## src/rtl/seven_seg_scan_capture.sv

```systemverilog
// Receive side of a quad seven-segment scan bus: recovers four hex digits from active-low anode/cathode lines.
// Optional build macro SEG_DP_CAPTURE_EN: include dp in the stability compare and capture it into dp_val.
module seven_seg_scan_capture #(
    parameter int unsigned SETTLE  = 16,
    parameter int unsigned TIMEOUT = 65535
) (
    input  logic       clk,
    input  logic       rst,
    input  logic [3:0] an,
    input  logic [6:0] seg,
    input  logic       dp,
    output logic [3:0] val3,
    output logic [3:0] val2,
    output logic [3:0] val1,
    output logic [3:0] val0,
    output logic [3:0] digit_valid,
    output logic [3:0] dp_val,
    output logic       frame_done,
    output logic       pattern_err,
    output logic       scan_timeout
);

    localparam int unsigned CW = $clog2(SETTLE + 1);
    localparam int unsigned TW = $clog2(TIMEOUT + 1);
`ifdef SEG_DP_CAPTURE_EN
    localparam int unsigned SW = 12;
`else
    localparam int unsigned SW = 11;
`endif

    typedef enum logic [1:0] {S_IDLE, S_SETTLE, S_CAPTURED} state_t;

    state_t          state_q, state_d;
    logic [CW-1:0]   cnt_q, cnt_d;
    logic [TW-1:0]   tcnt_q;
    logic [3:0]      an_m, an_s;
    logic [6:0]      seg_m, seg_s;
    logic [SW-1:0]   sample_c, prev_q;
    logic            same_c, legal_c, capture_c;
    logic [3:0]      prev_an_c, sel_c, mask_q, mask_or_c;
    logic [6:0]      prev_seg_c;
    logic [4:0]      dec_c;
    logic [3:0]      val_q [4];

    // Two-flop synchronizers; reset to the idle (all-dark) bus level
    always_ff @(posedge clk or posedge rst) begin
        if (rst) begin
            an_m  <= 4'hF;
            an_s  <= 4'hF;
            seg_m <= 7'h7F;
            seg_s <= 7'h7F;
        end else begin
            an_m  <= an;
            an_s  <= an_m;
            seg_m <= seg;
            seg_s <= seg_m;
        end
    end

`ifdef SEG_DP_CAPTURE_EN
    logic dp_m, dp_s;
    always_ff @(posedge clk or posedge rst) begin
        if (rst) begin
            dp_m <= 1'b1;
            dp_s <= 1'b1;
        end else begin
            dp_m <= dp;
            dp_s <= dp_m;
        end
    end
    assign sample_c = {an_s, seg_s, dp_s};
`else
    logic unused_dp;
    assign unused_dp = dp;
    assign sample_c  = {an_s, seg_s};
`endif

    assign same_c     = (sample_c == prev_q);
    assign legal_c    = an_s inside {4'b1110, 4'b1101, 4'b1011, 4'b0111};
    assign prev_an_c  = prev_q[SW-1 -: 4];
    assign prev_seg_c = prev_q[SW-5 -: 7];
    assign sel_c      = ~prev_an_c;
    assign mask_or_c  = mask_q | sel_c;

    // Returns {hit, code} for an active-low abcdefg pattern
    function automatic logic [4:0] decode(input logic [6:0] s);
        case (s)
            7'b0000001: decode = 5'h10;
            7'b1001111: decode = 5'h11;
            7'b0010010: decode = 5'h12;
            7'b0000110: decode = 5'h13;
            7'b1001100: decode = 5'h14;
            7'b0100100: decode = 5'h15;
            7'b0100000: decode = 5'h16;
            7'b0001111: decode = 5'h17;
            7'b0000000: decode = 5'h18;
            7'b0000100: decode = 5'h19;
            7'b0001000: decode = 5'h1A;
            7'b1100000: decode = 5'h1B;
            7'b0110001: decode = 5'h1C;
            7'b1000010: decode = 5'h1D;
            7'b0110000: decode = 5'h1E;
            7'b0111000: decode = 5'h1F;
            default:    decode = 5'h00;
        endcase
    endfunction

    assign dec_c = decode(prev_seg_c);

    always_ff @(posedge clk or posedge rst) begin
        if (rst) begin
            state_q <= S_IDLE;
            cnt_q   <= '0;
            prev_q  <= '1;
        end else begin
            state_q <= state_d;
            cnt_q   <= cnt_d;
            prev_q  <= sample_c;
        end
    end

    // Capture fires from the held sample once it has been seen SETTLE times in a row
    always_comb begin
        state_d   = state_q;
        cnt_d     = cnt_q;
        capture_c = 1'b0;
        case (state_q)
            S_IDLE: begin
                if (legal_c) begin
                    state_d = S_SETTLE;
                    cnt_d   = CW'(1);
                end
            end
            S_SETTLE: begin
                if (cnt_q == CW'(SETTLE)) begin
                    capture_c = 1'b1;
                    if (same_c) begin
                        state_d = S_CAPTURED;
                    end else if (legal_c) begin
                        cnt_d = CW'(1);
                    end else begin
                        state_d = S_IDLE;
                    end
                end else if (same_c) begin
                    cnt_d = cnt_q + CW'(1);
                end else if (legal_c) begin
                    cnt_d = CW'(1);
                end else begin
                    state_d = S_IDLE;
                end
            end
            S_CAPTURED: begin
                if (!same_c) begin
                    if (legal_c) begin
                        state_d = S_SETTLE;
                        cnt_d   = CW'(1);
                    end else begin
                        state_d = S_IDLE;
                    end
                end
            end
            default: state_d = S_IDLE;
        endcase
    end

    always_ff @(posedge clk or posedge rst) begin
        if (rst) begin
            for (int i = 0; i < 4; i++) val_q[i] <= '0;
            digit_valid  <= '0;
            mask_q       <= '0;
            tcnt_q       <= '0;
            frame_done   <= 1'b0;
            pattern_err  <= 1'b0;
            scan_timeout <= 1'b0;
        end else begin
            frame_done  <= 1'b0;
            pattern_err <= 1'b0;
            if (capture_c) begin
                tcnt_q <= '0;
                if (dec_c[4]) begin
                    for (int i = 0; i < 4; i++) begin
                        if (sel_c[i]) val_q[i] <= dec_c[3:0];
                    end
                    digit_valid  <= digit_valid | sel_c;
                    scan_timeout <= 1'b0;
                    if (mask_or_c == 4'hF) begin
                        frame_done <= 1'b1;
                        mask_q     <= '0;
                    end else begin
                        mask_q <= mask_or_c;
                    end
                end else begin
                    digit_valid <= digit_valid & ~sel_c;
                    pattern_err <= 1'b1;
                end
            end else if (tcnt_q != TW'(TIMEOUT)) begin
                tcnt_q <= tcnt_q + TW'(1);
                if (tcnt_q == TW'(TIMEOUT - 1)) begin
                    scan_timeout <= 1'b1;
                    digit_valid  <= '0;
                    mask_q       <= '0;
                end
            end
        end
    end

`ifdef SEG_DP_CAPTURE_EN
    always_ff @(posedge clk or posedge rst) begin
        if (rst) begin
            dp_val <= '0;
        end else if (capture_c) begin
            dp_val <= (dp_val & ~sel_c) | (prev_q[0] ? 4'b0000 : sel_c);
        end
    end
`else
    assign dp_val = 4'b0000;
`endif

    assign val0 = val_q[0];
    assign val1 = val_q[1];
    assign val2 = val_q[2];
    assign val3 = val_q[3];

endmodule

```

## config.mk

```make
export PLATFORM = sky130hd
export DESIGN_NAME = seven_seg_scan_capture
export DESIGN_NICKNAME = d
export VERILOG_FILES = /design/src/rtl/seven_seg_scan_capture.sv
export SDC_FILE = /design/constraint.sdc
export NUM_CORES = 1
export LEC_CHECK = 0
export CAP_MARGIN = 25
export CORE_MARGIN = 5
export CORE_UTILIZATION = 60
export DETAILED_ROUTE_END_ITERATION = 16
export DONT_BUFFER_PORTS = 1
export HOLD_SLACK_MARGIN = 0.06
export PLACE_DENSITY = 0.73
export REMOVE_ABC_BUFFERS = 1
export SYNTH_ARGS = -nofsm -noshare
export SYNTH_HDL_FRONTEND = slang
export SYNTH_SLANG_ARGS = --single-unit
```

## constraint.sdc

```tcl
create_clock -name clk -period 5.9 [get_ports clk]
set_clock_uncertainty 0.1 [all_clocks]
set_input_delay 1.18 -clock clk [delete_from_list [all_inputs] [get_ports clk]]
set_output_delay 1.18 -clock clk [all_outputs]
set_load 0.02 [all_outputs]
```

Word level (Yosys, flattened, before mapping). Index checks and enable logic that the tools add are counted.

Bitwise operators: 5. Muxes and demuxes: 34. Equal/unequal tests: 30. Add/subtract/negate cells: 2. Reductions and logical operators: 13.

Operator list (count): 5-bit one-hot mux with 16 select lines (1); 7-bit by 6-bit == test with 1-bit output (second input constant) (5); 16-bit two-way mux (2); 7-bit == test (second input constant) (4); 4-bit two-way mux (7); 5-bit two-way mux (4); 3-bit AND reduction (6); 16-bit by 1-bit adder with 16-bit output (second input constant) (1); 16-bit == test (second input constant) (1); 4-bit == test (second input constant) (4); 16-bit != test (second input constant) (1); 5-bit one-hot mux with 3 select lines (1); 7-bit by 3-bit == test with 1-bit output (second input constant) (2); 7-bit by 4-bit == test with 1-bit output (second input constant) (2); 1-bit two-way mux (12); 2-bit two-way mux (6); 11-bit == test (1); 4-bit inverter (2); 4-bit OR (2); 7-bit by 1-bit == test with 1-bit output (second input constant) (1); 7-bit by 5-bit == test with 1-bit output (second input constant) (1); 7-bit zero test (1); 2-bit one-hot mux with 3 select lines (1); 5-bit by 1-bit adder with 5-bit output (second input constant) (1); other kinds (13) (15).

Word-level logic and storage cells: 101. Register bits after elaboration: 83. Output and inout port bits: 27. Input port bits: 14.

Depth between registers and ports, before layout. Gate-level depths: netlist of run 1.

Word-level depth: 6. Gate-level depth with buffers: 8. Mapped depth without buffers: 7.

Worst setup path after synthesis of run 1. No wires, ideal clock.

Path type: reg2reg. Start point: register prev_q[5]. End point: register val_q (netlist bit val3[0]). Path slack: 3.771 ns. Arrival: 1.902 ns. Setup time: 0.128 ns. Data required time: 5.672 ns. Stages on the path, launching flop included: 6. Cells stage by stage: dfstp_2 inv_2 or4b_4 a31oi_4 o31ai_4 mux2_1.

Cells in the longest elaborated chain, start to end: 3. Elaborated cells on any way between the ends: 18. Classes of those cells: eq/ne: 15; mux: 1; reduce/logical: 2.

RTL lines: start: declaration (line 38) `logic [SW-1:0] sample_c, prev_q;`; start signal: assignment (line 118) `prev_q <= sample_c;`; 7-bit by 6-bit == test with 1-bit output, or another cell as far along (line 87) `case (s)`; 5-bit one-hot mux with 16 select lines * (line 87); 3-bit AND reduction (no source line); end signal: indexed assignment (line 182) `if (sel_c[i]) val_q[i] <= dec_c[3:0];`; end: declaration (line 43) `logic [3:0] val_q [4];`.

Mark *: on every way between the ends. The rest lies on a longest branch, timed or not. A chain may end at the register's enable or synchronous reset.

Worst setup path in the final report of run 1.
Start point: register prev_q[5]. End point: register val_q (netlist bit val2[2]).

Same word-level chain as after synthesis.

==> results of run 1 <==
==> final cells by class <==
| type | instances | area share |
|---|---|---|
| Clock buffer | 10 | 0.0325 |
| Clock inverter | 6 | 0.0171 |
| Sequential cell | 83 | 0.500 |
| Multi-Input combinational cell | 229 | 0.407 |
| Inverter | 16 | 0.0145 |
| Timing Repair Buffer | 2 | 0.00649 |
| Tap cell | 77 | 0.0227 |
==> where the power goes <==
group	leakage (nW)	internal [mW]	total, mW	switching [mW]
Clock	0.103	0.211	0.418	0.208
Sequential	1.03	0.596	0.623	0.0265
Combinational	0.659	0.0430	0.111	0.0682
==> state kept, by name, summed over array words and instances (netlist names), 5 cells and up <==
register  flops
cnt_q         5
prev_q       11
seg_m         7
seg_s         7
tcnt_q       16
==> final timing paths <==
path                            from  endpoint  slack [ns]  cells after the start
max                        prev_q[5]   val2[2]        3.46                      5
min                          an_m[3]   an_s[3]        0.26                      0
max reg2reg                prev_q[5]   val2[2]        3.46                      5
min reg2reg                  an_m[3]   an_s[3]        0.26                      0
max in group asynchronous        rst   an_s[2]        4.35                      3
min in group asynchronous        rst   val3[2]        0.70                      2
==> layer usage <==
metal,part of all wire,GRT usage
met3,0.051,0.0529
met4,0.012,0.0653
met2,0.49,0.293
met5,0,0
met1,0.44,0.265
==> cell families after synthesis <==
kind of cell | count (synthesis)
DFF | 83
muxes | 15
buffers and inverters | 34
other | 1
AOI/OAI and AO/OA | 73
and+or+nand+nor | 103
adders and majority gates | 9
xor gates and xnor gates | 25
==> cells in the final DEF, fill, tap and decap left out, types with 4 or more instances in the layout <==
master / count
nand2_1: 15
dfstp_2: 33
and3_1: 4
inv_1: 14
a22oi_1: 4
o21ai_1: 6
and2_1: 4
o31ai_4: 4
conb_1: 4
nor2b_1: 4
a21oi_1: 7
a211oi_1: 9
xor2_1: 6
xnor2_1: 19
o31ai_1: 4
dfrtp_1: 50
nor2_1: 24
mux2_1: 12
a31oi_1: 4
ha_1: 9
nor3_1: 5
nor4_1: 6
nand3_1: 10
nand4_1: 7
a22o_1: 4
o21ai_0: 7
clkbuf_8: 10
==> critical path, stage by stage (launching register included) <==
cell	delay [ns]
dfstp_2	0.66
inv_2	0.08
or4b_4	0.53
a31oi_4	0.41
o31ai_4	0.19
mux2_1	0.34
==> impl_metrics.json, run 1 <==
{
  "cp-end-kind": "flip-flop",
  "port_buffers": 0,
  "synth_commonest_cells": "dfrtp_1, dfstp_2, nor2_1",
  "post-synth-top-area-fraction": 0.314,
  "synth_edf_count": 0,
  "cts_sinks": 83,
  "syn_area_um2": 3990,
  "finalWirelength_um": 7530,
  "cap_violations": 0,
  "synth_cell_types": 69,
  "synth-seq-area-share": 0.531,
  "ant_nets": 0,
  "slew_viol_final": 0,
  "hpwl_um": 5150,
  "synth-seq-cells": 83,
  "synth_xor_xnor_area_share": 0.0549,
  "tightest_slew_ns": 0.783,
  "design.core.area_um2": 6420,
  "dp.cells": 406,
  "path_clk_slew_ns": 0.08,
  "grt.total_usage": 0.192,
  "multi_input_area_um2": 1730,
  "cp_max_fo": 11,
  "post-route-period-util": 0.414,
  "whs_ns": 0.258,
  "ctsResizeCount": 0,
  "grt_pass1_wl_um": 12800,
  "area_growth_pct": 6.30,
  "die-width_um": 91.5,
  "fin_nets": 364,
  "worstSetupStartpointType": "flip-flop",
  "finalSetupViolCount": 0,
  "rsz0062_at_grt": "false",
  "drcViolationCount": 0,
  "fillers": 490,
  "antenna_found_initial": 0,
  "synth_top_family_by_area": "compound AO/OA/AOI/OAI gates",
  "dieArea_um2": 8380,
  "postPlaceCellArea_um2": 4010,
  "status": "complete, no violations",
  "netlist_top_cells_area": "dfrtp_1, dfstp_2, xnor2_1, mux2_1, ha_1",
  "peakVddDrop_uv": 162,
  "timing_hold_violations_final": 0,
  "die_y_um": 91.5,
  "cp.required_ns": 6.04,
  "synthFlopType": "dfrtp_1",
  "grt_pass1_vias": 2492,
  "fmax_ghz": 0.409,
  "powerDensity_nw_per_um2": 272,
  "clock_path_buffers": 2,
  "vias_per_cell": 6.20,
  "avgRoutedWirePerCell_um": 17.8,
  "setup_ws_ns": 3.46,
  "p_leak_nw": 1.79,
  "min_period_ns": 2.44,
  "final_area_um2": 4240,
  "synth_area_per_cell_um2": 11.6,
  "overflow": 0,
  "maxSlewHeadroom": 0.478,
  "htree_num_levels": 3,
  "root_buffer": "clkbuf_8",
  "synth_mux_area_frac": 0.0430,
  "clk_latency_ns": 0.35,
  "postCtsSetupRepairBufs": 0,
  "vias": 2624,
  "grt_start_max_net_pins": 84,
  "num_io_pins": 41,
  "dr.first_iter.drc_count": 88,
  "cts_tree": "built",
  "hold_buffers": 0,
  "crit_arrival_ns": 2.58,
  "first_pass_iters": 4,
  "synth_compound_area_frac": 0.152,
  "initial_core_util": 0.621,
  "num_rows": 29,
  "synthAdderAreaFrac": 0.0282,
  "finish.utilization": 0.660,
  "regArea_um2": 2120,
  "synthArstFlopShare": 1.00,
  "fin_tns_setup_ns": 0,
  "gp_congestion": 0.822,
  "synth_largest_area_cell": "dfrtp_1",
  "cts-buffers-inserted": 9,
  "critical_path_class": "reg -> reg",
  "power_mw": 1.15,
  "diodes": 0,
  "final_cells": 423,
  "pre_cts_slack_ns": 3.47,
  "synth-simple-area-share": 0.152,
  "drive_gt1_frac": 0.197,
  "hold_class": "reg -> reg",
  "yosysMostFrequentCell": "dfrtp_1",
  "synth_warnings": 0,
  "synth_cells": 343
}
(Power assumes the default switching activity.)
==> inputs of run 2 (changes only) <==
--- a/config.mk
+++ b/config.mk
@@ -7,11 +7,11 @@
 export LEC_CHECK = 0
 export CAP_MARGIN = 25
 export CORE_MARGIN = 5
-export CORE_UTILIZATION = 60
+export CORE_UTILIZATION = 57
 export DETAILED_ROUTE_END_ITERATION = 16
 export DONT_BUFFER_PORTS = 1
 export HOLD_SLACK_MARGIN = 0.06
-export PLACE_DENSITY = 0.73
+export PLACE_DENSITY = 0.72
 export REMOVE_ABC_BUFFERS = 1
 export SYNTH_ARGS = -nofsm -noshare
 export SYNTH_HDL_FRONTEND = slang
==> constraint.sdc (replaced) <==
create_clock -name clk -period 2.2 [get_ports clk]
set_clock_uncertainty 0.1 [all_clocks]
set_input_delay 0.44 -clock clk [delete_from_list [all_inputs] [get_ports clk]]
set_output_delay 0.44 -clock clk [all_outputs]
set_load 0.02 [all_outputs]
==> impl_metrics.json, run 2 (synthesized netlist as in run 1, its figures left out) <==
{
  "fillers": 452,
  "grt_pass1_vias": 2922,
  "largest_register_ffs": 16,
  "final_cell_mix": "dfrtp_1, buf_4, dfstp_2, nor2_1, xnor2_1",
  "final_common_cell": "dfrtp_1",
  "design.core.area_um2": 6790,
  "die_y_um": 93.7,
  "htree_num_levels": 3,
  "grt_start_max_net_pins": 84,
  "vias": 2883,
  "critical_path_class": "reg -> reg",
  "cp-end-kind": "flip-flop",
  "regArea_um2": 2120,
  "violations": "setup timing",
  "gr-usage-met2": 0.331,
  "pre_cts_slack_ns": -0.0471,
  "worstSetupStartpointType": "flip-flop",
  "clk_latency_ns": 0.37,
  "gp_congestion": 0.920,
  "r2r_setup_slack_ns": -0.05,
  "busiest_layer": "met2",
  "num_rows": 30,
  "cp.required_ns": 2.36,
  "diodes": 0,
  "port_buffers": 0,
  "cp_common_cell": "buf_4",
  "ant_nets": 0,
  "slew_viol_final": 0,
  "cts_tree": "built",
  "slowest_stage": "dfstp_2",
  "peakVddDrop_uv": 557,
  "hold_class": "reg -> reg",
  "finalWirelength_um": 8810,
  "cts_sinks": 83,
  "initial_core_util": 0.587,
  "antenna_found_initial": 0,
  "status": "finished, violations left",
  "hpwl_um": 5640,
  "min_period_ns": 2.25,
  "finalSetupViolCount": 17,
  "crit_path_cell_trace": "inv_2 -> or4b_4 -> a31oi_4 -> buf_12 -> o31ai_4 -> buf_4 -> buf_4 -> a22o_1",
  "first_pass_iters": 5,
  "drive_gt1_frac": 0.365,
  "use_met1": 0.282,
  "multi_input_area_um2": 1890,
  "grt.total_usage": 0.212,
  "dieArea_um2": 8770,
  "top_regs": "tcnt_q x16, prev_q x11",
  "fmax_ghz": 0.444,
  "power_mw": 3.15,
  "die-width_um": 93.7,
  "timing_hold_violations_final": 0,
  "num_io_pins": 41,
  "avgRoutedWirePerCell_um": 17.6,
  "overflow": 0,
  "root_buffer": "clkbuf_8",
  "p_leak_nw": 2.14,
  "grt_use_met3": 0.0657,
  "vias_per_cell": 5.74,
  "clock_path_buffers": 2,
  "setup_ws_ns": -0.0547,
  "top_register": "tcnt_q",
  "path_clk_slew_ns": 0.09,
  "dr.first_iter.drc_count": 81,
  "area_growth_pct": 23.5,
  "cp_max_fo": 6,
  "cap_violations": 0,
  "drcViolationCount": 0,
  "post-route-period-util": 1.02,
  "powerDensity_nw_per_um2": 639,
  "rsz0062_at_grt": "true",
  "finish.utilization": 0.725,
  "crit_arrival_ns": 2.42,
  "fin_nets": 424,
  "cts-buffers-inserted": 9,
  "grt_pass1_wl_um": 14400,
  "slowest_delay_ns": 0.57
}
==> run 2: cell count changes in the layout (fill, tap and decap cells not counted), sizes merged <==
cell / change
buf: +48
dlygate4sd3: +12
bufinv: -1
inv: +3
clkinv: -2
==> run 2: area by class of cell <==
type                            count  area share
Sequential cell                    83       0.430
Clock buffer                       10      0.0279
Clock inverter                      6      0.0114
Multi-Input combinational cell    229       0.383
Inverter                           16      0.0124
Tap cell                           96      0.0244
Timing Repair Buffer               62       0.110
==> run 2: path summary, 6_finish.rpt <==
check                      startpoint           end  cells after the start
max in group asynchronous         rst     prev_q[3]                      3
setup reg to reg            prev_q[5]       val0[3]                      8
hold / removal               seg_m[0]      seg_s[0]                      0
hold reg to reg              seg_m[0]      seg_s[0]                      0
min in group asynchronous         rst  scan_timeout                      3
setup / recovery            prev_q[5]       val0[3]                      8
==> run 2: what timing repair did <==
| action | 4_1_cts | 5_1_grt |
|---|---|---|
| gates cloned | 0 | 0 |
| hold buffers | 12 | 0 |
| endpoints found under the hold margin | 61 | 0 |
| setup endpoints to repair | 19 | 29 |
| pin swaps | 11 | 14 |
| buffers inserted | 8 | 7 |
| resized for setup | 16 | 21 |
==> run 2: critical path, delay by kind of cell (launching register included) <==
| kind | cells | cell delay, ns |
|---|---|---|
| buf+inv | 4 | 0.51 |
| simple gates | 1 | 0.52 |
| flops | 1 | 0.57 |
| compound gates | 3 | 0.44 |
==> run 2: routing by layer <==
metal / wire length, um / vias up
met1: 3820 / 1446
met4: 138 / 0
met2: 4390 / 60
li1: - / 1363
met5: 0 / -
met3: 469 / 14
==> run 2: power by group <==
part | switching (mW) | internal (mW)
combinational | 0.245 | 0.190
clock | 0.598 | 0.466
sequential | 0.0519 | 1.60
total | 0.894 | 2.25
==> run 2: metrics by stage <==
stage	hold slack, ns	instances	instance area (um^2)	TNS (ns)
2_1_floorplan	0.245	328	3910	-21.57
5_1_grt	0.254	502	4930	-1.84
3_3_place_gp	0.246	460	4330	-0.0105
3_5_place_dp	0.247	460	4330	-0.374
4_1_cts	0.258	496	4780	-0.00588
6_report	0.260	502	4930	-0.297
==> inputs of run 3 (changes only) <==
--- a/config.mk
+++ b/config.mk
@@ -6,7 +6,6 @@
 export NUM_CORES = 1
 export LEC_CHECK = 0
 export CAP_MARGIN = 25
-export CORE_MARGIN = 5
 export CORE_UTILIZATION = 57
 export DETAILED_ROUTE_END_ITERATION = 16
 export DONT_BUFFER_PORTS = 1
==> impl_metrics.json, run 3 (synthesized netlist as in run 1, its figures left out) <==
{
  "overflow": 0,
  "tightest_slew_ns": 0.538,
  "fmax_ghz": 0.444,
  "ant_nets": 0,
  "finish.utilization": 0.730,
  "num_rows": 30,
  "fin_nets": 423,
  "grt_pass1_vias": 2781,
  "worstSetupStartpointType": "flip-flop",
  "setup_ws_ns": -0.0530,
  "timing_hold_violations_final": 0,
  "path_clk_slew_ns": 0.09,
  "gp_congestion": 0.881,
  "critical_path_class": "reg -> reg",
  "grt_use_met3": 0.0568,
  "crit_arrival_ns": 2.40,
  "p_comb_frac": 0.140,
  "clock_path_buffers": 2,
  "die_y_um": 85.7,
  "crit_path_cell_trace": "buf_12 -> nor2_4 -> or4b_4 -> a31oi_4 -> buf_12 -> o31ai_4 -> buf_12 -> mux2_4",
  "status": "finished, violations left",
  "hpwl_um": 5680,
  "cp_max_fo": 7,
  "root_buffer": "clkbuf_8",
  "min_period_ns": 2.25,
  "dr.first_iter.drc_count": 226,
  "drive_gt1_frac": 0.360,
  "hold_class": "reg -> reg",
  "cts_tree": "built",
  "slowest_stage": "or4b_4",
  "dieArea_um2": 7340,
  "top_register": "tcnt_q",
  "area_growth_pct": 24.4,
  "first_pass_iters": 4,
  "antenna_found_initial": 0,
  "peakVddDrop_uv": 637,
  "num_io_pins": 41,
  "finalWirelength_um": 8700,
  "clkPwrFrac": 0.353,
  "grt.total_usage": 0.242,
  "cap_violations": 0,
  "top_regs": "tcnt_q x16, prev_q x11",
  "grt_start_max_net_pins": 33,
  "slew_viol_final": 0,
  "final_cell_mix": "dfrtp_1, buf_4, dfstp_2, nor2_1, xnor2_1",
  "design.core.area_um2": 6790,
  "die-width_um": 85.7,
  "vias_per_cell": 5.85,
  "cp_common_cell": "buf_12",
  "p_int_mw": 2.36,
  "p_leak_nw": 2.14,
  "avgRoutedWirePerCell_um": 17.4,
  "finalSetupViolCount": 15,
  "slowest_delay_ns": 0.49,
  "rsz0062_at_grt": "true",
  "p_sw_frac": 0.275,
  "htree_num_levels": 3,
  "port_buffers": 0,
  "drcViolationCount": 0,
  "powerDensity_nw_per_um2": 657,
  "initial_core_util": 0.587,
  "cp-end-kind": "flip-flop",
  "whs_ns": 0.253,
  "fillers": 445,
  "vias": 2929,
  "cts_sinks": 83,
  "final_common_cell": "dfrtp_1",
  "largest_register_ffs": 16,
  "use_met1": 0.328,
  "gr-usage-met2": 0.383,
  "busiest_layer": "met2",
  "p_seq_frac": 0.507,
  "maxSlewHeadroom": 0.641,
  "cts-buffers-inserted": 9,
  "grt_pass1_wl_um": 13500,
  "violations": "setup timing",
  "diodes": 0,
  "cp.required_ns": 2.35,
  "clk_latency_ns": 0.36,
  "post-route-period-util": 1.02,
  "p_sw_uw": 896
}
-- run 3: cell count changes in the layout (fill, tap and decap cells not counted), sizes merged --
cell    before  now
inv         19   18
buf         50   49
bufinv       0    1
-- run 3: cell type report --
class / instances / area [um^2] / area share
clock buffer: 10 / 138 / 0.0277
sequential: 83 / 2120 / 0.427
multi-input combinational: 229 / 1880 / 0.380
inverter: 16 / 61.3 / 0.0124
tap: 96 / 120 / 0.0242
clock inverter: 6 / 71.3 / 0.0144
timing repair buffer: 61 / 569 / 0.115
-- run 3: power groups by stage --
stage / Clock (mW) / Sequential (mW) / Combinational [mW]
floorplan: 0 / 1.68 / 0.238
global placement: 0 / 1.67 / 0.364
detailed placement: 0 / 1.68 / 0.372
CTS: 1.17 / 1.65 / 0.399
global route: 1.23 / 1.66 / 0.499
finish: 1.15 / 1.65 / 0.455
-- run 3: metrics by stage --
step / std cells / power (mW) / setup TNS (ns) / area, um^2 / worst slack (ns)
final: 501 / 3.26 / -0.554 / 4960 / -0.0530
after global routing: 501 / 3.39 / -1.81 / 4960 / -0.140
after CTS: 493 / 3.22 / -0.349 / 4760 / -0.0381
after detailed placement: 462 / 2.05 / -0.520 / 4360 / -0.0639
after global placement: 462 / 2.04 / 0 / 4360 / 0.00228
after floorplan: 328 / 1.91 / -21.57 / 3910 / -0.422
-- run 3: worst paths after layout --
path	startpoint	to	depth (start not counted)	slack, ns
max	prev_q[1]	val3[1]	8	-0.05
min	seg_m[6]	seg_s[6]	0	0.25
max reg2reg	prev_q[1]	val3[1]	8	-0.05
min reg2reg	seg_m[6]	seg_s[6]	0	0.25
max in group asynchronous	rst	an_s[3]	3	0.81
min in group asynchronous	rst	scan_timeout	2	0.47
-- run 3: what timing repair did --
action                                  CTS  global route
hold endpoints to repair                 23             0
setup buffers                             4            10
hold buffers                             12             0
gates resized for setup                  12            26
endpoints found under the setup margin   18            26
pin swaps                                 6            14
-- run 3: per-layer routing --
layer  routed length [um]  part of all wire  vias up
li1                     -                 -     1370
met1                 4060              0.47     1479
met2                 4190              0.48       69
met3                  326             0.037       11
met4                  125             0.014        0
met5                    0                 0        -
-- run 3: worst max-delay path: cells and delay by family, from the launching register on --
kind	cells	cell delay (ns)
buf+inv	3	0.45
compound gates	2	0.28
flops	1	0.40
simple gates	2	0.63
mux	1	0.29
